--- src/rtl/ring_johnson_counter.sv ---
// Parametrised ring / Johnson shift-register sequencer with up/down stepping,
// parallel load, period position tracking, wrap pulse and illegal-state detection.
module ring_johnson_counter #(
    parameter int unsigned      WIDTH       = 8,
    parameter logic [WIDTH-1:0] SEED        = WIDTH'(1),
    parameter bit               AUTOCORRECT = 1'b1
) (
    input  logic                            i_clk,
    input  logic                            i_rst_n,
    input  logic                            i_en,
    input  logic                            i_mode,
    input  logic                            i_dir,
    input  logic                            i_load,
    input  logic [WIDTH-1:0]                i_load_val,
    output logic [WIDTH-1:0]                o_q,
    output logic [$clog2(2*WIDTH)-1:0]      o_pos,
    output logic                            o_wrap,
    output logic                            o_err
);

    localparam int unsigned PW = $clog2(2*WIDTH);
    localparam logic [PW-1:0] RING_LAST = PW'(WIDTH - 1);
    localparam logic [PW-1:0] JOHN_LAST = PW'(2*WIDTH - 1);

    logic [WIDTH-1:0] r_q;
    logic [PW-1:0]    r_pos;
    logic             r_wrap;

    logic [WIDTH-1:0] w_q_nxt;
    logic [PW-1:0]    w_pos_nxt;
    logic             w_wrap_nxt;
    logic [WIDTH-2:0] w_trans;
    logic             w_legal;
    logic [PW-1:0]    w_last;
    logic             w_fb_up;
    logic             w_fb_dn;

    // Johnson states have at most one boundary between adjacent bits.
    assign w_trans = r_q[WIDTH-2:0] ^ r_q[WIDTH-1:1];
    assign w_legal = i_mode ? $onehot0(w_trans) : $onehot(r_q);
    assign w_last  = i_mode ? JOHN_LAST : RING_LAST;

    // Johnson feedback is the inverted end bit; ring feedback is the plain end bit.
    assign w_fb_up = r_q[WIDTH-1] ^ i_mode;
    assign w_fb_dn = r_q[0] ^ i_mode;

    always_comb begin
        w_q_nxt    = r_q;
        w_pos_nxt  = r_pos;
        w_wrap_nxt = 1'b0;
        if (i_load) begin
            w_q_nxt   = i_load_val;
            w_pos_nxt = '0;
        end else if (i_en) begin
            if (AUTOCORRECT && !w_legal) begin
                w_q_nxt    = i_mode ? '0 : WIDTH'(1);
                w_pos_nxt  = '0;
                w_wrap_nxt = 1'b1;
            end else begin
                if (!i_dir) begin
                    w_q_nxt = {r_q[WIDTH-2:0], w_fb_up};
                end else begin
                    w_q_nxt = {w_fb_dn, r_q[WIDTH-1:1]};
                end
                // A position left out of range by a mode switch restarts the period.
                if (r_pos > w_last) begin
                    w_pos_nxt = '0;
                end else if (!i_dir) begin
                    w_pos_nxt = (r_pos == w_last) ? '0 : r_pos + PW'(1);
                end else begin
                    w_pos_nxt = (r_pos == '0) ? w_last : r_pos - PW'(1);
                end
                w_wrap_nxt = (w_pos_nxt == '0);
            end
        end
    end

    always_ff @(posedge i_clk or negedge i_rst_n) begin
        if (!i_rst_n) begin
            r_q    <= SEED;
            r_pos  <= '0;
            r_wrap <= 1'b0;
        end else begin
            r_q    <= w_q_nxt;
            r_pos  <= w_pos_nxt;
            r_wrap <= w_wrap_nxt;
        end
    end

    assign o_q    = r_q;
    assign o_pos  = r_pos;
    assign o_wrap = r_wrap;
    assign o_err  = ~w_legal;

endmodule

--- config.mk ---
export PLATFORM = sky130hd
export DESIGN_NAME = ring_johnson_counter
export DESIGN_NICKNAME = d
export VERILOG_FILES = /design/src/rtl/ring_johnson_counter.sv
export SDC_FILE = /design/constraint.sdc
export NUM_CORES = 1
export LEC_CHECK = 0
export CAP_MARGIN = 20
export CORE_MARGIN = 2
export CORE_UTILIZATION = 46
export CTS_CLUSTER_DIAMETER = 40
export DETAILED_ROUTE_END_ITERATION = 8
export PLACE_DENSITY_LB_ADDON = 0.1
export REMOVE_ABC_BUFFERS = 1
export SLEW_MARGIN = 25
export SYNTH_ARGS = -nofsm -noshare
export SYNTH_HDL_FRONTEND = slang
export SYNTH_SLANG_ARGS = --single-unit
--- constraint.sdc ---
create_clock -name i_clk -period 3.6 [get_ports i_clk]
set_clock_uncertainty 0.2 [all_clocks]
set_input_delay 0.36 -clock i_clk [delete_from_list [all_inputs] [get_ports i_clk]]
set_output_delay 0.36 -clock i_clk [all_outputs]
set_load 0.03 [all_outputs]
## Word-level counts from Yosys, hierarchy flattened

Cells that the tools add are included.

| storage, ports and cells | value |
|---|---|
| input bits | 14 |
| flip-flop bits (word level) | 13 |
| logic and storage cells | 49 |
| output and inout bits | 14 |

| operators by class | value |
|---|---|
| muxes and demuxes | 20 |
| $lt $le $gt $ge | 2 |
| add/subtract/negate cells | 15 |
| reduce and logical (&&, ||, !) cells | 3 |
| bitwise operators | 4 |
| equality and inequality tests | 2 |

Operators by type and width:

| kind | number |
|---|---|
| 4-bit 2-to-1 mux | 11 |
| 8-bit 2-to-1 mux | 4 |
| 1-bit by 1-bit adder with 2-bit output | 7 |
| 2-bit by 2-bit adder with 3-bit output | 3 |
| 4-bit logical NOT | 2 |
| 7-bit bitwise XOR | 1 |
| 1-bit 2-to-1 mux | 5 |
| 3-bit by 3-bit adder with 4-bit output | 1 |
| 4-bit by 1-bit adder with 4-bit output (second input constant) | 1 |
| 4-bit by 1-bit equality test with 1-bit output (second input constant) | 1 |
| 4-bit equality test | 1 |
| 4-bit > comparator | 1 |
| 4-bit by 1-bit subtractor with 4-bit output (second input constant) | 1 |
| 2-bit by 1-bit adder with 3-bit output | 1 |
| 3-bit adder | 1 |
| 3-bit by 1-bit <= comparator with 1-bit output (second input constant) | 1 |
| 2-bit nonzero test | 1 |
| 1-bit bitwise XOR | 2 |
| 1-bit NOT | 1 |

## Longest topological paths before layout

| logic depth | value |
|---|---|
| depth after elaboration | 13 |
| mapped depth | 12 |
| mapped depth without buffers | 12 |

## Worst setup path after synthesis

No wires, ideal clock.

| path | value |
|---|---|
| kind | flip-flop to output port |
| start | register r_q[0] (netlist: o_q[0]) |
| end | output o_err |
| data required time | 3040 ps |
| path buffers | 0 |
| arrival | 3646 ps |
| stages on the path, launching flop included | 12 |
| setup slack | -606 ps |
| path through | dfstp_2 inv_1 fa_1 fa_1 fa_1 inv_1 ha_1 inv_1 fa_1 o211ai_1 a211oi_1 nor2_1 |

| between the ends | value |
|---|---|
| longest elaborated chain between the ends | 7 |
| elaborated cells between the ends (all ways) | 11 |

RTL lines:

| what | line | source |
|---|---|---|
| from (decl) | 25 | `logic [WIDTH-1:0] r_q;` |
| from (signal assigned) | 84 | `r_q <= w_q_nxt;` |
| 7-bit bitwise XOR | 39 | `assign w_trans = r_q[WIDTH-2:0] ^ r_q[WIDTH-1:1];` |
| 1-bit by 1-bit adder with 2-bit output (not written as such) | 40 | `assign w_legal = i_mode ? $onehot0(w_trans) : $onehot(r_q);` |
| 2-bit by 2-bit adder with 3-bit output (not written as such) | 40 |  |
| 3-bit adder (not written as such) | 40 |  |
| 3-bit by 1-bit <= comparator with 1-bit output (not written as such) | 40 |  |
| 1-bit 2-to-1 mux (*) | 40 |  |
| 1-bit NOT (*) | 93 | `assign o_err = ~w_legal;` |
| to (decl) | 18 | `output logic o_err` |

Mark *: on every way between the ends. The rest lies on a longest branch, timed or not.

## Worst setup path after layout

Ends and elaborated chain as after synthesis.

==> out/results.txt <==
Max-cap violations in this run came to 0. The design draws 2.152 mW. Before antenna repair, the detailed router went through 4 iterations. Setup violations remaining at the end of the flow were counted as 14. The actual slew at the worst max-slew pin is 0.6412 ns, and the highest ir drop seen on vdd is 1.219 mV. For the final worst slack, the log shows -0.5847 ns. After detailed routing, the number of vias per cell comes to 5.651. Logic gate share of total power: 0.834. Post-synthesis register bit count: 13. The number of cells on the worst reg-to-reg path came out at 15. The switching power share of the total works out to 0.4936. For this run, the leading register cell type out of synthesis is dfrtp_1. The checks that failed: negative setup slack. The run gives 3.62 ns as the arrival time of the worst setup path. In the final layout, the multi-input gates occupy 958.4 µm². The tools report the number of levels in the clock H-tree as 1. The count of nets left with antenna violations once routing finished came out at 0. The startpoint kind of the worst setup timing path was a flop. TritonCTS built the clock tree. The remaining global-route overflow is 0.

The final critical-path required period was 4.185 ns. The largest net degree at the start of global routing was 20; the initial detailed-routing violation count was 47. The tools report the maximum buffer depth of the clock tree as 2.

Walking the worst path, the cells encountered are inv_2 -> fa_1 -> fa_1 -> fa_1 -> inv_1 -> ha_2 -> inv_2 -> fa_2 -> o211ai_1 -> a211oi_2 -> nor2_1 -> buf_4. The fraction of power consumed by sequential logic is 0.122. Number of flops mapped to enable cells by yosys: 0. The library cell appearing most often on the critical path is fa_1. The die is 57.42 µm wide. The final worst-path cycle share came out at 1.162. The fraction of power consumed by the clock network is 0.044, and the number of diodes is 0.

In this run the mean area of a mapped cell was 8.635 µm². The critical path class is flop to output pin. The sequential standard cell area is 326.6 µm², and the final-layout fill cell count is 220. For the cell area after synthesis, the log shows 0.001313 mm². The overall global routing resource usage is 0.2481, and the standard cell area after detailed placement is 0.001734 mm². The post-route worst hold slack is 0.2647 ns, and the overall via count from detail_route is 1,294.

The HPWL after detailed placement is 2671 µm. After detailed routing, the number of remaining DRC violations is 0. Power density of the placed cells: 1158 mW/mm². In this run the vertical extent of the chip is 57.42 µm. The internal portion of total power was 1.090 mW; the initial antenna violation count was 0.

The number of clock buffers added by TritonCTS is 3. STA classifies the critical path endpoint as an output pin. After synthesis, the cell types taking the most area are dfrtp_1 23%, fa_1 11%, ha_1 7.6%. After clock tree synthesis, the clock-pin slew on the worst setup and hold paths is 0.08 ns. The number of endpoints with negative hold slack in the final report is 0. The worst-case headroom to the max-slew limit came out at 0.5712.

Required time at the worst-slack endpoint: 3.04 ns. In this run the worst hold path is classified as input port to asynchronous set/reset pin. Critical-path cell with the highest stage delay: dfstp_2. The initial standard-cell utilization of the core was 0.4801; the via count of the first global-routing pass was 1,303. The run gives 239.0 MHz as the maximum achievable frequency. For the part of the Yosys area used for sequential elements, the log shows 0.2488.

The final weighted congestion in routability-driven placement was 0.9024. The floorplan has 19 rows. Setup repair after global routing could not meet its margin everywhere. Buffers placed on the I/O ports in this run total 27. Summed over all cells, the static leakage comes to 0.7963 nW.

The run gives 152 as the number of standard cells after synthesis. The final layout contains routed wiring with a total length of 3671 µm. The final layout net count was 228; the maximum single-stage delay on the critical path was 0.55 ns. The async set or reset register ratio after synthesis is 1.000, and the first-pass GRT wire length is 6182 µm.

Prior to clock tree synthesis, the placed netlist has a worst setup slack of -0.8809 ns. The yosys synthesis warning count was 0; the largest fanout of any net on the critical path was 2. The clock net in this run drives a total of 13 sinks. Yosys mapped the design onto 38 distinct sky130hd cell types.

The latest clock arrival within the worst-skew pair was 0.28 ns; the standard cell core area was 0.002734 mm². After detailed routing, the average wire length per cell comes to 16.03 µm. The tools report the die area as 0.003296 mm².

For the final count of pins violating max slew, the log shows 0. The run finished, with violations left. The synthesized design spends more area on one cell type than any other, namely dfrtp_1.

The tools report the cell at the root of the clock tree as clkbuf_4. The number of I/O pins came out at 28. The finished cells cover 0.001859 mm². The layout overhead on the synthesized area is 41.66%.

The top cell type's share of synthesized area is 0.2288. The switching power was 1.062 mW; the share of cells above drive strength 1 was 0.2323.
## state kept, by name (all words and copies together), names as in the netlist
name,count
o_pos,4
o_q,8
o_wrap,1
## routing by layer
layer,global-route usage,up-vias,part of all wire
met4,0.04983,0,0.0057
met5,0,-,0
met1,0.3367,627,0.41
met2,0.4075,44,0.52
met3,0.05669,4,0.072
li1,-,619,-
## worst max-delay path: cells and delay by family, from the launching register on
kind | cells | cell delay, ns
adder cells (fa/ha/maj) | 5 | 2.05
flip-flops | 1 | 0.55
AO/OA/AOI/OAI | 2 | 0.35
buffers and inverters | 4 | 0.32
AND/OR/NAND/NOR | 1 | 0.07
## synth_stat cells, types with 2 or more instances
library cell  count
nor2b_1           2
buf_2             3
clkbuf_1          4
inv_1            17
a21oi_1           9
o21ai_1          11
nand3_1           3
mux2i_1           7
o21ai_0           4
dfrtp_1          12
ha_1              8
nor2_1            8
xnor2_1           8
or2_1             2
fa_1              7
nand2_1          11
nor3_1            8
o211ai_1          4
xor2_1            4
nand2b_1          2
## per-stage QoR
step	util	setup TNS, ns	instances
after global routing	0.6801	-7.957	229
after detailed placement	0.6343	-6.528	222
final	0.6801	-5.881	229
after floorplan	-	-6.105	145
after global placement	0.6343	-5.742	222
after CTS	0.6568	-6.377	227
## path summary, 6_finish.rpt
check | startpoint | endpoint | slack (ns)
max | o_q[0] | o_err | -0.58
min | i_rst_n | o_q[5] | 0.26
max reg2reg | o_q[0] | o_q[3] | -0.47
min reg2reg | o_pos[1] | o_pos[1] | 0.46
max in group asynchronous | i_rst_n | o_pos[3] | 2.52
min in group i_clk | o_pos[1] | o_pos[1] | 0.46
## cells by family after synthesis
| family | count (synthesis) | share of synthesized area |
|---|---|---|
| adder cells (fa/ha/maj) | 15 | 0.1830 |
| AND/OR/NAND/NOR | 41 | 0.1563 |
| buffers and inverters | 24 | 0.07149 |
| AO/OA/AOI/OAI | 40 | 0.2069 |
| XOR/XNOR | 12 | 0.08008 |
| multiplexers | 7 | 0.05339 |
| flip-flops | 13 | 0.2488 |
## cell type report
class	instances	share of cell area
Multi-Input combinational cell	115	0.5155
Inverter	17	0.03432
Timing Repair Buffer	49	0.2396
Sequential cell	13	0.1756
Clock buffer	4	0.01413
Tap cell	31	0.02086
## repair_timing
item / CTS / global route
setup endpoints to repair: 14 / 14
hold buffers: 0 / 0
pin swaps: 21 / 7
resized for setup: 17 / 8
buffers inserted: 9 / 5
## power by group through the flow
stage	clock [mW]	sequential (mW)	combinational [mW]
after floorplan	0	0.376	0.832
after global placement	0	0.259	1.53
after detailed placement	0	0.264	1.61
after CTS	0.0969	0.262	1.70
after global routing	0.107	0.272	1.98
final	0.0943	0.263	1.80
## layout by cell type, fill, tap and decap left out, types with 2 or more instances in the layout
master / count
a21oi_1: 9
or2_1: 2
fa_1: 6
inv_2: 2
buf_4: 22
clkbuf_4: 3
ha_1: 7
dfrtp_1: 12
nor2_1: 8
xnor2_1: 8
clkdlybuf4s50_1: 26
o211ai_1: 4
nand2_1: 11
nor3_1: 8
o21ai_2: 9
nand2b_1: 2
o21ai_1: 2
mux2i_1: 7
nor2b_1: 2
xor2_1: 4
inv_1: 15
nand3_1: 3
o21ai_0: 3
No activity file was read; power rests on OpenSTA's default activity.
